<file path="config.mk">
export PLATFORM = sky130hd
export DESIGN_NAME = pipeline_hazard_ctrl
export DESIGN_NICKNAME = d
export VERILOG_FILES = /design/src/rtl/pipeline_hazard_ctrl.sv
export SDC_FILE = /design/constraint.sdc
export NUM_CORES = 1
export LEC_CHECK = 0
export BUFFER_PORTS_ARGS = -buffer_cell sky130_fd_sc_hd__clkbuf_2
export CAP_MARGIN = 20
export CORE_MARGIN = 3
export CORE_UTILIZATION = 33
export DETAILED_ROUTE_END_ITERATION = 6
export PLACE_DENSITY = 0.75
export SLEW_MARGIN = 30
export SYNTH_ARGS = -nofsm -noshare
export SYNTH_HDL_FRONTEND = slang
export SYNTH_SLANG_ARGS = --single-unit
</file>
<file path="constraint.sdc">
create_clock -name clk -period 1.12 [get_ports clk]
set_input_delay 0.112 -clock clk [delete_from_list [all_inputs] [get_ports clk]]
set_output_delay 0.112 -clock clk [all_outputs]
set_load 0.01 [all_outputs]
</file>
<file path="src/rtl/pipeline_hazard_ctrl.sv">
// pipeline_hazard_ctrl
//   Central hazard controller for the 5-stage MIPS-lite pipeline. It covers
//   these functions:
//     - N-source EX operand forwarding.
//     - Load-use stall detection.
//     - Multi-cycle EX (MUL/DIV) stall sequencing.
//     - Branch/jump flushes.
//   Optional build macro: HAZARD_PERF_EN adds three 32-bit performance
//   counters (stall cycles, flush cycles, unmasked load-use cycles).
//   Control outputs are combinational decodes of the stage fields and the
//   registered multi-cycle state. They are forced low while rst is high, so
//   the pipeline sees quiet controls during reset.
module pipeline_hazard_ctrl #(
  parameter int REG_AW  = 5,
  parameter int NUM_SRC = 2,
  parameter int MUL_LAT = 4
) (
  input  logic                        clk,
  input  logic                        rst,
  input  logic [NUM_SRC*REG_AW-1:0]   id_src_addr,
  input  logic [NUM_SRC-1:0]          id_src_used,
  input  logic [NUM_SRC*REG_AW-1:0]   ex_src_addr,
  input  logic [REG_AW-1:0]           ex_dst_addr,
  input  logic                        ex_reg_write,
  input  logic                        ex_mem_read,
  input  logic                        ex_multi,
  input  logic                        branch_taken,
  input  logic [REG_AW-1:0]           mem_dst_addr,
  input  logic                        mem_reg_write,
  input  logic [REG_AW-1:0]           wb_dst_addr,
  input  logic                        wb_reg_write,
  output logic [NUM_SRC*2-1:0]        fwd_sel,
  output logic                        stall_f,
  output logic                        stall_d,
  output logic                        stall_e,
  output logic                        flush_d,
  output logic                        flush_e,
  output logic                        bubble_m,
  output logic                        busy
`ifdef HAZARD_PERF_EN
  ,
  output logic [31:0]                 perf_stall_cnt,
  output logic [31:0]                 perf_flush_cnt,
  output logic [31:0]                 perf_lu_cnt
`endif
);

  localparam int CW = $clog2(MUL_LAT) + 1;
  // Value of the residency counter on the final EX cycle of a multi-cycle op.
  localparam logic [CW-1:0] CYC_LAST = CW'(MUL_LAT - 1);

  typedef enum logic {
    ST_IDLE = 1'b0,
    ST_BUSY = 1'b1
  } state_t;

  state_t         state_q, state_d;
  logic [CW-1:0]  cyc_q, cyc_d;

  logic           lu_raw_s;
  logic           stall_e_s;
  logic           br_s;
  logic           lu_s;

  // Per-source forwarding select. MEM wins over WB, and register 0 never forwards.
  always_comb begin
    fwd_sel = '0;
    if (!rst) begin
      for (int k = 0; k < NUM_SRC; k++) begin
        if (mem_reg_write && (mem_dst_addr != '0) &&
            (mem_dst_addr == ex_src_addr[k*REG_AW +: REG_AW])) begin
          fwd_sel[k*2 +: 2] = 2'b10;
        end else if (wb_reg_write && (wb_dst_addr != '0) &&
                     (wb_dst_addr == ex_src_addr[k*REG_AW +: REG_AW])) begin
          fwd_sel[k*2 +: 2] = 2'b01;
        end else begin
          fwd_sel[k*2 +: 2] = 2'b00;
        end
      end
    end else begin
      fwd_sel = '0;
    end
  end

  // Raw load-use detection: a load in EX targets a register that ID actually reads.
  always_comb begin
    lu_raw_s = 1'b0;
    if (!rst && ex_mem_read && ex_reg_write && (ex_dst_addr != '0)) begin
      for (int k = 0; k < NUM_SRC; k++) begin
        if (id_src_used[k] && (id_src_addr[k*REG_AW +: REG_AW] == ex_dst_addr)) begin
          lu_raw_s = 1'b1;
        end else begin
          lu_raw_s = lu_raw_s;
        end
      end
    end else begin
      lu_raw_s = 1'b0;
    end
  end

  // Event arbitration. The priority order is branch flush, then the
  // multi-cycle stall, then load-use. A branch is ignored while EX holds.
  always_comb begin
    stall_e_s = 1'b0;
    br_s      = 1'b0;
    lu_s      = 1'b0;
    if (!rst) begin
      stall_e_s = ex_multi && (cyc_q < CYC_LAST);
      br_s      = branch_taken && !stall_e_s;
      lu_s      = lu_raw_s && !stall_e_s && !br_s;
    end else begin
      stall_e_s = 1'b0;
      br_s      = 1'b0;
      lu_s      = 1'b0;
    end
  end

  // Pipeline register controls derived from the arbitrated events.
  always_comb begin
    stall_e  = stall_e_s;
    bubble_m = stall_e_s;
    stall_f  = stall_e_s | lu_s;
    stall_d  = stall_e_s | lu_s;
    flush_d  = br_s;
    flush_e  = br_s | lu_s;
  end

  // Multi-cycle residency: count stalled cycles, and clear on the op's final cycle or once EX is idle.
  always_comb begin
    state_d = state_q;
    cyc_d   = cyc_q;
    if (stall_e_s) begin
      cyc_d   = cyc_q + CW'(1);
      state_d = ST_BUSY;
    end else begin
      cyc_d   = '0;
      state_d = ST_IDLE;
    end
  end

  // Multi-cycle FSM state and residency counter.
  always_ff @(posedge clk or posedge rst) begin
    if (rst) begin
      state_q <= ST_IDLE;
      cyc_q   <= '0;
    end else begin
      state_q <= state_d;
      cyc_q   <= cyc_d;
    end
  end

  assign busy = (state_q == ST_BUSY);

`ifdef HAZARD_PERF_EN
  logic [31:0] perf_stall_q, perf_stall_d;
  logic [31:0] perf_flush_q, perf_flush_d;
  logic [31:0] perf_lu_q,    perf_lu_d;

  // Performance counter increments. All three counters wrap naturally at 2^32.
  always_comb begin
    perf_stall_d = perf_stall_q;
    perf_flush_d = perf_flush_q;
    perf_lu_d    = perf_lu_q;
    if (stall_f) begin
      perf_stall_d = perf_stall_q + 32'd1;
    end else begin
      perf_stall_d = perf_stall_q;
    end
    if (flush_d) begin
      perf_flush_d = perf_flush_q + 32'd1;
    end else begin
      perf_flush_d = perf_flush_q;
    end
    if (lu_s) begin
      perf_lu_d = perf_lu_q + 32'd1;
    end else begin
      perf_lu_d = perf_lu_q;
    end
  end

  // Performance counter registers.
  always_ff @(posedge clk or posedge rst) begin
    if (rst) begin
      perf_stall_q <= 32'd0;
      perf_flush_q <= 32'd0;
      perf_lu_q    <= 32'd0;
    end else begin
      perf_stall_q <= perf_stall_d;
      perf_flush_q <= perf_flush_d;
      perf_lu_q    <= perf_lu_d;
    end
  end

  assign perf_stall_cnt = perf_stall_q;
  assign perf_flush_cnt = perf_flush_q;
  assign perf_lu_cnt    = perf_lu_q;
`endif

endmodule

</file>
; Word-level counts from Yosys, hierarchy flattened
; Index checks and enable logic that the tools add are counted.
[totals]
regBits = 4
inputBits = 45
output_inout_bits = 11
[op_classes]
addsub = 1
magnitude_cmp = 1
n_eq_ne = 6
muxes = 13
bitwise = 2
n_reduce_logical = 21
[ops]
columns = cell, n
row1 = $eq 5x5->1, 6
row2 = $logic_and 1x1->1, 15
row3 = $reduce_bool 5->1, 3
row4 = $mux 1, 9
row5 = $mux 2, 2
row6 = $mux 4, 1
row7 = $add 3x1->3 const B, 1
row8 = $logic_not 1->1, 3
row9 = $lt 3x2->1 const B, 1
row10 = $mux 3, 1
row11 = $or 1x1->1, 2

; Longest topological paths before layout
[depth]
word_depth = 9
ltp_mapped = 5
mapped_depth_nobuf = 4

; Worst setup path before layout
; No wires, ideal clock.
[synth_timing]
path_type = in2out
start = input port mem_dst_addr[1]
end = output port fwd_sel[0]
arrival_time_ps = 1260
required_time_ps = 1008
slack_ps = -252
stages = 4
path_cell_list = or4_1 o21ai_2 nor3_1 nor4_2
[synth_via]
elab_chain_len = 5
word_cells_on_any_way = 6
classes_between = 1 x eq/ne / 2 x mux / 3 x reduce/logical
[synth_lines]
columns = item, line
row1 = start: declaration, 28  ; input logic [REG_AW-1:0] mem_dst_addr,
row2 = $reduce_bool 5->1, 70  ; if (mem_reg_write && (mem_dst_addr != '0) &&
row3 = $logic_and 1x1->1, 70
row4 = $logic_and 1x1->1 *, 70
row5 = $mux 2 *, 70
row6 = $mux 4 *, 68  ; if (!rst) begin
row7 = end: declaration, 32  ; output logic [NUM_SRC*2-1:0] fwd_sel,
; Every way passes the cells marked *; elsewhere a longest branch is shown, timed or not.

; Worst setup path in the final report
[layout_timing]
start = input port wb_dst_addr[1]
end = output port fwd_sel[2]
[layout_via]
elab_chain_len = 6
word_cells_on_any_way = 7
classes_between = 1 x eq/ne / 3 x mux / 3 x reduce/logical
[layout_lines]
columns = item, line
row1 = start: declaration, 30  ; input logic [REG_AW-1:0] wb_dst_addr,
row2 = $reduce_bool 5->1, 73  ; end else if (wb_reg_write && (wb_dst_addr != '0) &&
row3 = $logic_and 1x1->1, 73
row4 = $logic_and 1x1->1 *, 73
row5 = $mux 1 *, 73
row6 = $mux 2 *, 70
row7 = $mux 4 *, 68
; Marked as above.

==> impl_results.md <==
* CTS Buf Count at 3
* Cells on worst reg2reg path at 5
* Worst-path maximum fanout at 3
* Layout overhead on the synthesized area at 118%
* I/O pin cnt at 56
* Max Slew Vio Count at 0
* Die ar. at 2440 um^2
* Max clock buf depth at 2
* Most frequent cells in the layout: clkbuf_2, buf_4, xor2_1, buf_6, xnor2_1
* Unrepaired setup endpoints after global routing: true
* Die Wd at 49.4 um
* Compound-Gate Fraction of Synth Area at 7.46%
* Failing checks: negative setup slack
* Crit path DAT at 1.37 ns
* Crit path max-delay cell type: or4_4
* FILL cells at 131
* Total Power at 0.773 mW
* DR WL/cell at 13.2 um
* Beginning of the worst register-to-register path: cyc_q[1]$_DFF_PP0_
* Most frequent CP cell: or4_4
* Crit end category: output pin
* Setup ws final at -0.361 ns
* Vias/cell at 4.83
* Share of cells above drive strength 1 at 67.3%
* Pwr Density at 573 nW/um^2
* Minimum clock period at 1.48 ns
* Final non-filler cell total at 178
* Syn Std Cell Area at 621 um^2
* Slew of the pin with the lowest slew margin at 0.363 ns
* GPL Wtd Cong at 0.812
* VDD IR-drop max at 0.579 mV
* Leakage power at 0.628 nW
* Max Cap Viol at 0
* H-tree lvl count at 1
* Post-synthesis adder-cell area fraction at 2.02%
* Setup Viol. Count Final at 13
* Clock Skew at 0.00803 ns
* Post-DP HPWL at 1880 um
* Port bufs at 55
* F_max at 675 MHz
* Critical path required time at 1.01 ns
* Initial antenna violation count at 0
* Root buffer cell: clkbuf_4
* Inst Count DP at 171
* Post-Synth Simple-Gate Area at 28.4%
* XOR/XNOR share of the synthesized area at 42.3%
* Main combinational cell family by area after synthesis: XOR/XNOR gates
* Core Region at 1750 um^2
* Unique masters post-synth at 22
* Pre-CTS setup slack at -0.367 ns
* Gr usage total at 19.7%
* Tcrit/Tclk final at 132%
* Largest net degree at the start of global routing at 5
* Fin. Hold Viols at 0
* Antenna Nets Post-Route at 0
* Sequential area share after synthesis at 16.1%
* Commonest non-fill, non-tap cell in the layout: clkbuf_2
* Routed WL at 2350 um
* Reg2Reg Setup Slack at -0.05 ns
* N_diodes at 0
* Initial DRC Count at 4
* Nets at 201
* HP Class: input port to asynchronous set/reset pin
* RR Endpoint: cyc_q[1]$_DFF_PP0_
* Synth Register Bits at 4
* DR vias at 859
* Pre-antenna DRT Iters at 4
* Row count at 15
* Clock sink count at 4
* First-pass GRT wire length at 3730 um
* Initial core utilization at 35.6%
* Mean Syn Cell Area at 8.39 um^2
* Fin util at 77.3%
* Cell family with most CP delay: simple AND/OR/NAND/NOR gates
* TritonCTS clock tree: done
* Max-slew headroom at 75.6%
* Die Ht at 49.4 um
* Kind of critical path: input port to output pin
* Vias in the first global route at 919
* WP buf/inv at 2
* Max incr delay on CP at 0.52 ns
* Reg clk slew, reported paths at 0.04 ns
* Syn nets at 120
* Post-synthesis mux area share at 0%
* Status: finished with violations
* Mapped Cells at 74
* Synth warn at 0
* GRT overflow at 0
* Clock latency on the worst-skew pair at 0.24 ns
* Crit-path cells: clkbuf_2, or4_4, o211ai_1, or4_4, nor4_4, buf_2
* DR DRC count at 0
* CP Launch Type: input port
-- registers in the layout, indices dropped and copies added, names as in the netlist --
| name | count |
|---|---|
| cyc_q | 3 |
| busy | 1 |
-- stage by stage --
step	setup TNS (ns)	area [um^2]	hold slack, ns
2_1_floorplan	-0.239	656	-0.128
3_3_place_gp	-1.64	1090	0.111
3_5_place_dp	-1.95	1090	0.107
4_1_cts	-2.22	1210	0.434
5_1_grt	-3.14	1350	0.466
6_report	-2.61	1350	0.443
-- synth_stat cells --
master     n  area share, %
nor4_2     2            4.0
xor2_1    18             25
dfrtp_1    4             16
nand2_1    5            3.0
a31oi_1    1            1.0
nor3_1     3            2.4
and2_0     1            1.0
o21ai_2    1            1.4
a32oi_1    1            1.4
and4_1     1            1.4
nor4_1     4            4.0
o21bai_1   2            2.4
xnor2_1   12             17
or4_1      4            4.8
ha_1       1            2.0
o211ai_1   1            1.2
nand3_1    3            2.4
inv_1      2            1.2
nor2b_1    1            1.0
nor2_1     2            1.2
and2_1     3            3.0
buf_4      2            2.4
-- tightest hold or removal path, delay by kind of cell --
kind / cells / cell delay [ns]
buf+inv: 4 / 0.93
-- layout make-up --
class	count	area (um^2)	share of cell area, %
Tap cell	25	31.3	2.32
Clock buffer	3	22.5	1.67
Sequential cell	4	100	7.41
Inverter	2	11.3	0.834
Multi-Input combinational cell	66	657	48.7
Timing Repair Buffer	78	528	39.1
-- cells by family (layout without fill, tap and decap cells) --
| logic type | after synthesis | count (layout) |
|---|---|---|
| buffers and inverters | 4 | 83 |
| xor gates and xnor gates | 30 | 30 |
| and+or+nand+nor | 29 | 29 |
| AOI/OAI and AO/OA | 6 | 6 |
| DFF | 4 | 4 |
| adders and majority gates | 1 | 1 |
-- layer usage --
layer	up-vias	GRT usage (%)	part of all wire, %
met2	54	39.5	55
li1	417	-	-
met3	2	6.42	9.6
met5	-	0	0
met4	0	5.21	0.90
met1	386	18.4	34
-- worst max path at each step --
stage | startpoint | slack (ns) | to | cells past startpoint
finish | wb_dst_addr[1] | -0.36 | fwd_sel[2] | 6
global route | wb_dst_addr[1] | -0.40 | fwd_sel[2] | 6
CTS | ex_src_addr[7] | -0.36 | fwd_sel[2] | 5
detailed placement | wb_dst_addr[4] | -0.37 | fwd_sel[2] | 5
global placement | wb_dst_addr[2] | -0.34 | fwd_sel[2] | 5
floorplan | wb_dst_addr[1] | -0.10 | fwd_sel[0] | 3
-- report_power, final --
part | internal, mW | switching, mW
Sequential | 0.151 | 0.00302
Clock | 0.120 | 0.0636
Combinational | 0.240 | 0.196
-- what timing repair did --
action,CTS,global route
resized for setup,13,38
hold buffers,1,0
buffers inserted,3,1
cloned,0,0
pin swaps,11,7
endpoints found under the setup margin,10,13
endpoints found under the hold margin,4,0
Power figures use the tool's default switching activity.
